**src/rtl/row_clear_engine_if.sv**
```systemverilog
// Handshake and grid bus between the grid register and the row-clear stage.
// The master drives start/grid_in; the slave returns the compacted grid and line counts.
interface row_clear_engine_if #(
  parameter int ROWS = 20,
  parameter int COLS = 10,
  parameter int CW   = 3
) ();
  logic                     start;
  logic [ROWS*COLS*CW-1:0]  grid_in;
  logic                     busy;
  logic                     done;
  logic [ROWS*COLS*CW-1:0]  grid_out;
  logic [4:0]               lines_cleared;
  logic [15:0]              total_lines;

  modport master (
    output start, grid_in,
    input  busy, done, grid_out, lines_cleared, total_lines
  );

  modport slave (
    input  start, grid_in,
    output busy, done, grid_out, lines_cleared, total_lines
  );
endinterface

```
**src/rtl/row_clear_engine.sv**
```systemverilog
// Line-clear stage: snapshots the grid, scans rows bottom to top one per clock,
// deletes full rows by shifting everything above down, and counts cleared lines.
module row_clear_engine #(
  parameter int ROWS = 20,
  parameter int COLS = 10,
  parameter int CW   = 3
) (
  input  logic              clk,
  input  logic              rst_n,
  row_clear_engine_if.slave bus
);
  localparam int RW    = $clog2(ROWS);
  localparam int ROW_W = COLS * CW;
  localparam int GW    = ROWS * ROW_W;

  typedef enum logic [1:0] {
    S_IDLE = 2'd0,
    S_SCAN = 2'd1,
    S_DONE = 2'd2
  } state_t;

  state_t          state_r;
  state_t          next_state_s;
  logic [RW-1:0]   row_r;
  logic [GW-1:0]   grid_r;
  logic [4:0]      lines_r;
  logic [15:0]     total_r;
  logic            busy_r;
  logic            done_r;

  logic [ROW_W-1:0] cur_row_s;
  logic             row_full_s;
  logic [GW-1:0]    shifted_s;
  logic             accept_s;
  logic             clear_s;
  logic             busy_nxt_s;
  logic             done_nxt_s;

  // Row under the pointer and whether every cell in it holds a colour
  always_comb begin
    cur_row_s  = grid_r[row_r*ROW_W +: ROW_W];
    row_full_s = 1'b1;
    for (int c = 0; c < COLS; c++) begin
      row_full_s = row_full_s & (|cur_row_s[c*CW +: CW]);
    end
  end

  // Grid with the pointed row removed: rows above drop by one, top row refills empty
  always_comb begin
    shifted_s = grid_r;
    for (int i = 0; i < ROWS; i++) begin
      if (RW'(i) > row_r) begin
        shifted_s[i*ROW_W +: ROW_W] = grid_r[i*ROW_W +: ROW_W];
      end else if (i == 0) begin
        shifted_s[i*ROW_W +: ROW_W] = {ROW_W{1'b0}};
      end else begin
        shifted_s[i*ROW_W +: ROW_W] = grid_r[(i-1)*ROW_W +: ROW_W];
      end
    end
  end

  // DONE accepts start exactly like IDLE, so back-to-back passes need no gap cycle
  assign accept_s = bus.start && ((state_r == S_IDLE) || (state_r == S_DONE));
  assign clear_s  = (state_r == S_SCAN) && row_full_s;

  // State register
  always_ff @(posedge clk or negedge rst_n) begin
    if (!rst_n) begin
      state_r <= S_IDLE;
    end else begin
      state_r <= next_state_s;
    end
  end

  // Next-state decode
  always_comb begin
    next_state_s = state_r;
    case (state_r)
      S_IDLE: begin
        if (bus.start) next_state_s = S_SCAN;
        else           next_state_s = S_IDLE;
      end
      S_SCAN: begin
        if (!row_full_s && (row_r == {RW{1'b0}})) next_state_s = S_DONE;
        else                                      next_state_s = S_SCAN;
      end
      S_DONE: begin
        if (bus.start) next_state_s = S_SCAN;
        else           next_state_s = S_IDLE;
      end
      default: next_state_s = S_IDLE;
    endcase
  end

  // Status flags follow the state being entered so they can be registered
  always_comb begin
    busy_nxt_s = 1'b0;
    done_nxt_s = 1'b0;
    case (next_state_s)
      S_SCAN:  busy_nxt_s = 1'b1;
      S_DONE:  done_nxt_s = 1'b1;
      default: begin
        busy_nxt_s = 1'b0;
        done_nxt_s = 1'b0;
      end
    endcase
  end

  // Status flag registers
  always_ff @(posedge clk or negedge rst_n) begin
    if (!rst_n) begin
      busy_r <= 1'b0;
      done_r <= 1'b0;
    end else begin
      busy_r <= busy_nxt_s;
      done_r <= done_nxt_s;
    end
  end

  // Working grid, row pointer and line counters; a cleared row is rescanned in place
  always_ff @(posedge clk or negedge rst_n) begin
    if (!rst_n) begin
      grid_r  <= {GW{1'b0}};
      row_r   <= RW'(ROWS-1);
      lines_r <= 5'd0;
      total_r <= 16'd0;
    end else if (accept_s) begin
      grid_r  <= bus.grid_in;
      row_r   <= RW'(ROWS-1);
      lines_r <= 5'd0;
    end else if (clear_s) begin
      grid_r  <= shifted_s;
      lines_r <= lines_r + 5'd1;
      if (total_r != 16'hFFFF) total_r <= total_r + 16'd1;
      else                     total_r <= total_r;
    end else if ((state_r == S_SCAN) && (row_r != {RW{1'b0}})) begin
      row_r <= row_r - {{(RW-1){1'b0}}, 1'b1};
    end else begin
      grid_r <= grid_r;
    end
  end

  assign bus.busy          = busy_r;
  assign bus.done          = done_r;
  assign bus.grid_out      = grid_r;
  assign bus.lines_cleared = lines_r;
  assign bus.total_lines   = total_r;

endmodule

```
**src/flat_wrapper.sv**
```systemverilog
// flat-port wrapper written by rule: the top's interface ports become plain ports
module row_clear_engine_flat 
#(
  parameter int ROWS = 20,
  parameter int COLS = 10,
  parameter int CW   = 3
)
  (clk, rst_n, bus_start, bus_grid_in, bus_busy, bus_done, bus_grid_out, bus_lines_cleared, bus_total_lines);
  row_clear_engine_if #(.ROWS(ROWS), .COLS(COLS), .CW(CW)) bus_i ();
  input  logic clk;
  input  logic rst_n;
  input wire logic [$bits(bus_i.start)-1:0] bus_start;
  input wire logic [$bits(bus_i.grid_in)-1:0] bus_grid_in;
  output wire logic [$bits(bus_i.busy)-1:0] bus_busy;
  output wire logic [$bits(bus_i.done)-1:0] bus_done;
  output wire logic [$bits(bus_i.grid_out)-1:0] bus_grid_out;
  output wire logic [$bits(bus_i.lines_cleared)-1:0] bus_lines_cleared;
  output wire logic [$bits(bus_i.total_lines)-1:0] bus_total_lines;
  assign bus_i.start = bus_start;
  assign bus_i.grid_in = bus_grid_in;
  assign bus_busy = bus_i.busy;
  assign bus_done = bus_i.done;
  assign bus_grid_out = bus_i.grid_out;
  assign bus_lines_cleared = bus_i.lines_cleared;
  assign bus_total_lines = bus_i.total_lines;
  row_clear_engine #(.ROWS(ROWS), .COLS(COLS), .CW(CW)) u_core (.clk(clk), .rst_n(rst_n), .bus(bus_i));
endmodule
```
**config.mk**
```make
export PLATFORM = sky130hd
export DESIGN_NAME = row_clear_engine_flat
export DESIGN_NICKNAME = d
export VERILOG_FILES = /design/src/rtl/row_clear_engine_if.sv /design/src/rtl/row_clear_engine.sv /design/src/flat_wrapper.sv
export SDC_FILE = /design/constraint.sdc
export NUM_CORES = 2
export LEC_CHECK = 0
export CAP_MARGIN = 30
export CORE_AREA = 2 2 483 485
export DETAILED_ROUTE_END_ITERATION = 6
export DIE_AREA = 0 0 485 487
export SYNTH_ARGS = -nofsm -noshare
export SYNTH_HDL_FRONTEND = slang
export SYNTH_SLANG_ARGS = --single-unit
export TNS_END_PERCENT = 1
```
**constraint.sdc**
```tcl
create_clock -name clk -period 4.58 [get_ports clk]
set_input_delay 0.916 -clock clk [delete_from_list [all_inputs] [get_ports clk]]
set_output_delay 0.916 -clock clk [all_outputs]
set_load 0.02 [all_outputs]
```
* Word level (Yosys, flattened, before mapping) *
Cells that the tools add are included.

storage, ports and cells
  register bits after elaboration = 630
  input port bits = 603
  output and inout port bits = 623
  word-level logic and storage cells = 163

operators by class
  add/sub/neg operators = 3
  multipliers = 1
  magnitude comparators = 20
  eq/ne operators = 26
  shifts and indexed selects = 1
  multiplexer cells = 32
  bitwise operators = 10
  reductions and logical operators = 44

operators with widths
  operator                 count
  $mux W600                2
  $mux W30                 20
  $shiftx A600 B11 Y30     1
  $ne A2 B1 Y1 const B     21
  $reduce_and A2 Y1        21
  $gt A4 B5 Y1 const A     8
  $reduce_or A3 Y1         10
  $mux W5                  5
  $gt A3 B5 Y1 const A     4
  $gt A5 B5 Y1 const A     4
  $add A16 B1 Y16 const B  1
  $ne A16 B16 Y1 const B   1
  $gt A1 B5 Y1 const A     2
  $gt A2 B5 Y1 const A     2
  $and A1 B1 Y1            9
  $mul A5 B4 Y9 const B    1
  $add A5 B1 Y5 const B    1
  $logic_not A5 Y1         1
  $reduce_bool A5 Y1       1
  $sub A5 B1 Y5 const B    1
  $eq A2 B1 Y1 const B     2
  $eq A2 B2 Y1 const B     2
  $logic_and A1 B1 Y1      4
  $pmux W2 S2              1
  9 further kinds          12

* Logic depth before layout (Yosys ltp) *
  depth in word-level cells = 18
  depth in mapped cells = 18
  depth with buffers taken out = 9

* Least setup slack after synthesis *
Ideal clock, no wire load.

  path kind = reg-to-reg
  start point = reg u_core.row_r[1]
  end point = reg u_core.total_r[12], in the netlist u_core.bus.total_lines[12]
  setup time = 0.125 ns
  arrival = 3.247 ns
  required time = 4.455 ns
  setup slack = 1.208 ns
  stages on the path, launching flop included = 14
  buffers on the path = 4
  period minus slack after synthesis = 3.372 ns
  cells stage by stage = dfstp_2 buf_2 nand2b_1 clkbuf_1 or3_1 nand4_1 a221oi_1 or4_4 nor4_4 nand3_2 buf_2 buf_2 nor3_1 mux2_2

between the ends
  longest elaborated chain between the ends = 14
  elaborated cells on any way between the ends = 23
  those cells by class = 1 x mul; 1 x shift; 9 x bitwise; 12 x reduce/logical

ends and longest elaborated chain
  item                             RTL line                 text
  from (decl)                      row_clear_engine.sv:24   logic [RW-1:0] row_r;
  from (signal assigned)           row_clear_engine.sv:124  row_r <= RW'(ROWS-1);
  from (signal assigned)           row_clear_engine.sv:129  row_r <= RW'(ROWS-1);
  from (signal assigned)           row_clear_engine.sv:137  row_r <= row_r - {{(RW-1){1'b0}}, 1'b1};
  $mul A5 B4 Y9 (*)                row_clear_engine.sv:41   cur_row_s = grid_r[row_r*ROW_W +: ROW_W];
  $shiftx A600 B11 Y30 (*)         row_clear_engine.sv:41
  $reduce_or A3 Y1                 row_clear_engine.sv:44   row_full_s = row_full_s & (|cur_row_s[c*CW +: CW]);
  $and A1 B1 Y1 (8 in a row)       row_clear_engine.sv:44
  $and A1 B1 Y1 (*)                row_clear_engine.sv:44
  $logic_and A1 B1 Y1 (*)          row_clear_engine.sv:64   assign clear_s = (state_r == S_SCAN) && row_full_s;
  $reduce_and A3 Y1 (no line) (*)  -
  to (signal assigned)             row_clear_engine.sv:134  if (total_r != 16'hFFFF) total_r <= total_r + 16'd1;
  to (signal assigned)             row_clear_engine.sv:135  else total_r <= total_r;
  to (decl)                        row_clear_engine.sv:27   logic [15:0] total_r;

Every way passes the cells marked *; elsewhere a longest branch is shown, timed or not.
A chain may end at the register's enable or synchronous reset.

* Final worst setup path *
  start point = reg u_core.row_r[1]
  end point = reg u_core.grid_r[180], in the netlist u_core.bus.grid_out[180]

between the ends
  longest elaborated chain between the ends = 15
  elaborated cells on any way between the ends = 26
  those cells by class = 1 x mul; 1 x order compare; 1 x eq/ne; 1 x shift; 9 x bitwise; 13 x reduce/logical

ends and longest elaborated chain
  item                             RTL line                 text
  $mul A5 B4 Y9                    row_clear_engine.sv:41
  $shiftx A600 B11 Y30             row_clear_engine.sv:41
  $reduce_or A3 Y1                 row_clear_engine.sv:44
  $and A1 B1 Y1 (9 in a row)       row_clear_engine.sv:44
  $logic_and A1 B1 Y1              row_clear_engine.sv:64
  $reduce_bool A2 Y1 (no line)     -
  $reduce_and A2 Y1 (no line) (*)  -
  to (signal assigned)             row_clear_engine.sv:123  grid_r <= {GW{1'b0}};
  to (signal assigned)             row_clear_engine.sv:128  grid_r <= bus.grid_in;
  to (signal assigned)             row_clear_engine.sv:132  grid_r <= shifted_s;
  to (decl)                        row_clear_engine.sv:25   logic [GW-1:0] grid_r;

Marked as above.

==> impl_results.md <==
- Remaining Overflow, GRT: 0
- CTS root buffer: clkbuf_16
- Largest net degree at the start of global routing: 161
- Number of core rows: 177
- Worst-Margin Slew: 1.07 ns
- Post-DP HPWL: 224000 um
- Crit path time final: 4.46 ns
- Min Hold Slack: 0.266 ns
- Final Setup Violations: 0
- Worst-path cell chain: or2_2 > buf_4 > nor3_1 > nor4_2 > buf_4 > o22a_1 > or4_4 > nor4_4 > buf_4 > nand3_4 > buf_12 > buf_12 > buf_12 > o32a_1 > o21a_1
- GP Congestion: 0.954
- Detailed Route WL: 274000 um
- Initial drt markers: 3397
- Startpoint type of the worst setup path: flip-flop
- RSZ-0062 raised after global routing: false
- Die area: 0.236 mm^2
- Antenna Nets Post-Route: 0
- Leakage: 0.0195 uW
- Ys async rst share: 100%
- GRT Overall Usage: 22.4%
- Max transition margin: 28.0%
- Drt pass-1 iters: 6
- Top FF cell, synth: dfrtp_1
- Final Worst Setup Slack: 0.123 ns
- First-pass GRT wire length: 356000 um
- PortBufs: 1225
- H-Tree Depth: 3
- Final core occ: 23.0%
- Core ar.: 0.231 mm^2
- Multi-input gate area: 0.0150 mm^2
- Worst-path clk slew: 0.07 ns
- # IOs: 1226
- Critical path arrival: 5.05 ns
- Power density cells: 808 mW/mm^2
- Hold-fix buffers, CTS: 0
- Share of the cycle needed by the critical path after routing: 97.3%
- Fmax: 0.224 GHz
- Pre-CTS WS: -0.605 ns
- Yosys top cell area share: 49.4%
- PnR Total Power: 43000 uW
- WL/cell: 36.2 um
- Post-synthesis sequential area ratio: 49.7%
- Number of synthesized flops with an enable pin: 0
- Syn Area/Cell: 10.3 um^2
- Crit path capture type: flip-flop
- Synth warn: 0
- Slowest CP cell: or2_2
- Worst clock skew: 0.0528 ns
- Layout Nets: 5047
- Number of synthesized register bits: 630
- Post-synth top cells: dfrtp_1, nand2_1, o221a_2
- Fin. Hold Viols: 0
- Area growth from synthesis to layout: 67.9%
- Syn_nets: 3689
- Required time worst endpoint: 5.17 ns
- Starting density of the core: 13.7%
- Vias per cell: 4.65
- Critical path class: flip-flop to flip-flop
- Worst skew pair latency: 0.72 ns
- Filler cell count: 24800
- Chip Height: 487 um
- Leading area contributor after synthesis: dfrtp_1
- Top-count cell post-synth: dfrtp_1
- CTS tree: done
- Initial antenna violation count: 68
- Total number of vias: 35200
- CTS max path bufs: 3
- Crit path largest cell delay: 0.54 ns
- Gate Count Post-Synth: 3080
- Die Width: 485 um
- Mapped cell area: 0.0317 mm^2
- Register area: 0.0158 mm^2
- Layout cells sized above 1: 19.9%
- CTS Sinks: 630
- Hold Path Class: primary input to async pin
- Outcome: finished clean
- Max FO, Critical Path: 34
- Vias in the first global route: 35400
- Inserted Clock Buffers: 84
- DRC errors left: 0
- Number of distinct library cells after synthesis: 66
- Max Cap Violations: 0
- Pins Over Slew Limit: 0
- Peak supply drop: 0.317 mV
- Synth top area cells: dfrtp_1, o221a_2, nand2b_1
==> sequential cells by signal (all words and copies together) (netlist names) <==
name	cells
u_core.row_r	5
u_core.bus.lines_cleared	5
u_core.bus.total_lines	16
u_core.bus.grid_out	600
u_core.bus.done	1
u_core.state_r	2
u_core.bus.busy	1
==> cell type report <==
cell class / instances / share of cell area [%]
sequential: 630 / 29.6
clock buffer: 110 / 4.43
tap: 3043 / 7.14
multi-input combinational: 2149 / 28.2
clock inverter: 40 / 0.866
timing repair buffer: 1567 / 29.6
inverter: 6 / 0.0446
antenna: 23 / 0.108
==> cell usage in the layout (no fill, tap or decap), types with 88 or more instances in the layout <==
cell | Yosys | layout
nand3_1 | 131 | 130
nor3_1 | 94 | 88
o221a_2 | 330 | 330
clkdlybuf4s50_1 | 0 | 1224
dfrtp_1 | 627 | 626
nor4_1 | 113 | 105
nand2b_1 | 311 | 308
buf_4 | 3 | 261
nand2_1 | 359 | 355
o211ai_1 | 162 | 162
==> metrics by stage <==
| step | instances | setup TNS, ns | cell area, um^2 |
|---|---|---|---|
| final | 7568 | 0 | 53300 |
| after global routing | 7563 | 0 | 53300 |
| after CTS | 7544 | -0.00383 | 53200 |
| after detailed placement | 7385 | -250.04 | 50100 |
| after global placement | 7375 | -199.99 | 50000 |
| after floorplan | 3080 | 0 | 31700 |
==> worst paths after layout <==
check / start / end / slack [ns] / cells after the start
min in group clk: u_core.bus.total_lines[8] / u_core.bus.total_lines[8] / 0.49 / 1
worst max-delay path: u_core.row_r[1] / u_core.bus.grid_out[180] / 0.12 / 15
max in group asynchronous: rst_n / u_core.bus.grid_out[499] / 3.03 / 3
worst min register to register: u_core.bus.total_lines[8] / u_core.bus.total_lines[8] / 0.49 / 1
worst max register to register: u_core.row_r[1] / u_core.bus.grid_out[180] / 0.12 / 15
worst min-delay path: rst_n / u_core.bus.grid_out[188] / 0.27 / 1
==> kinds of logic (layout without fill, tap and decap cells) <==
logic type      Yosys count  count (layout)  synth area share, %
other cells               0              23                    0
simple gates           1293            1293                 22.0
buf+inv                 301            1723                 4.22
xor+xnor                 14              14                0.386
mux                      17              17                0.713
flops                   630             630                 49.7
fa+ha+maj                 6               6                0.236
compound gates          819             819                 22.8
==> metal layers <==
layer | vias to the layer above | share of wire, % | GRT usage [%] | routed length [um]
met5 | - | 0.026 | 0 | 70
met4 | 14 | 4.6 | 9.31 | 12700
met3 | 408 | 9.6 | 7.49 | 26300
met2 | 2223 | 47 | 36.6 | 128000
met1 | 18000 | 39 | 26.8 | 107000
li1 | 14500 | - | - | -
==> repair_timing <==
| item | 4_1_cts | 5_1_grt |
|---|---|---|
| gates resized for setup | 20 | 12 |
| cloned | 2 | 0 |
| pin swaps | 5 | 4 |
| buffers inserted | 7 | 1 |
| endpoints found under the setup margin | 626 | 299 |
==> worst max-delay path, delay by kind of cell (launching register included) <==
| kind | cells | cell delay, ns |
|---|---|---|
| buffers and inverters | 6 | 1.20 |
| and+or+nand+nor | 6 | 1.87 |
| AOI/OAI and AO/OA | 3 | 0.68 |
| DFF | 1 | 0.52 |
==> power by group <==
part	switching [uW]	leakage [uW]	internal [uW]	total (uW)
sequential	4560	0.00725	8160	12700
clock	2990	0.00138	4000	6990
combinational	13800	0.0109	9550	23300
Power figures use the tool's default switching activity.
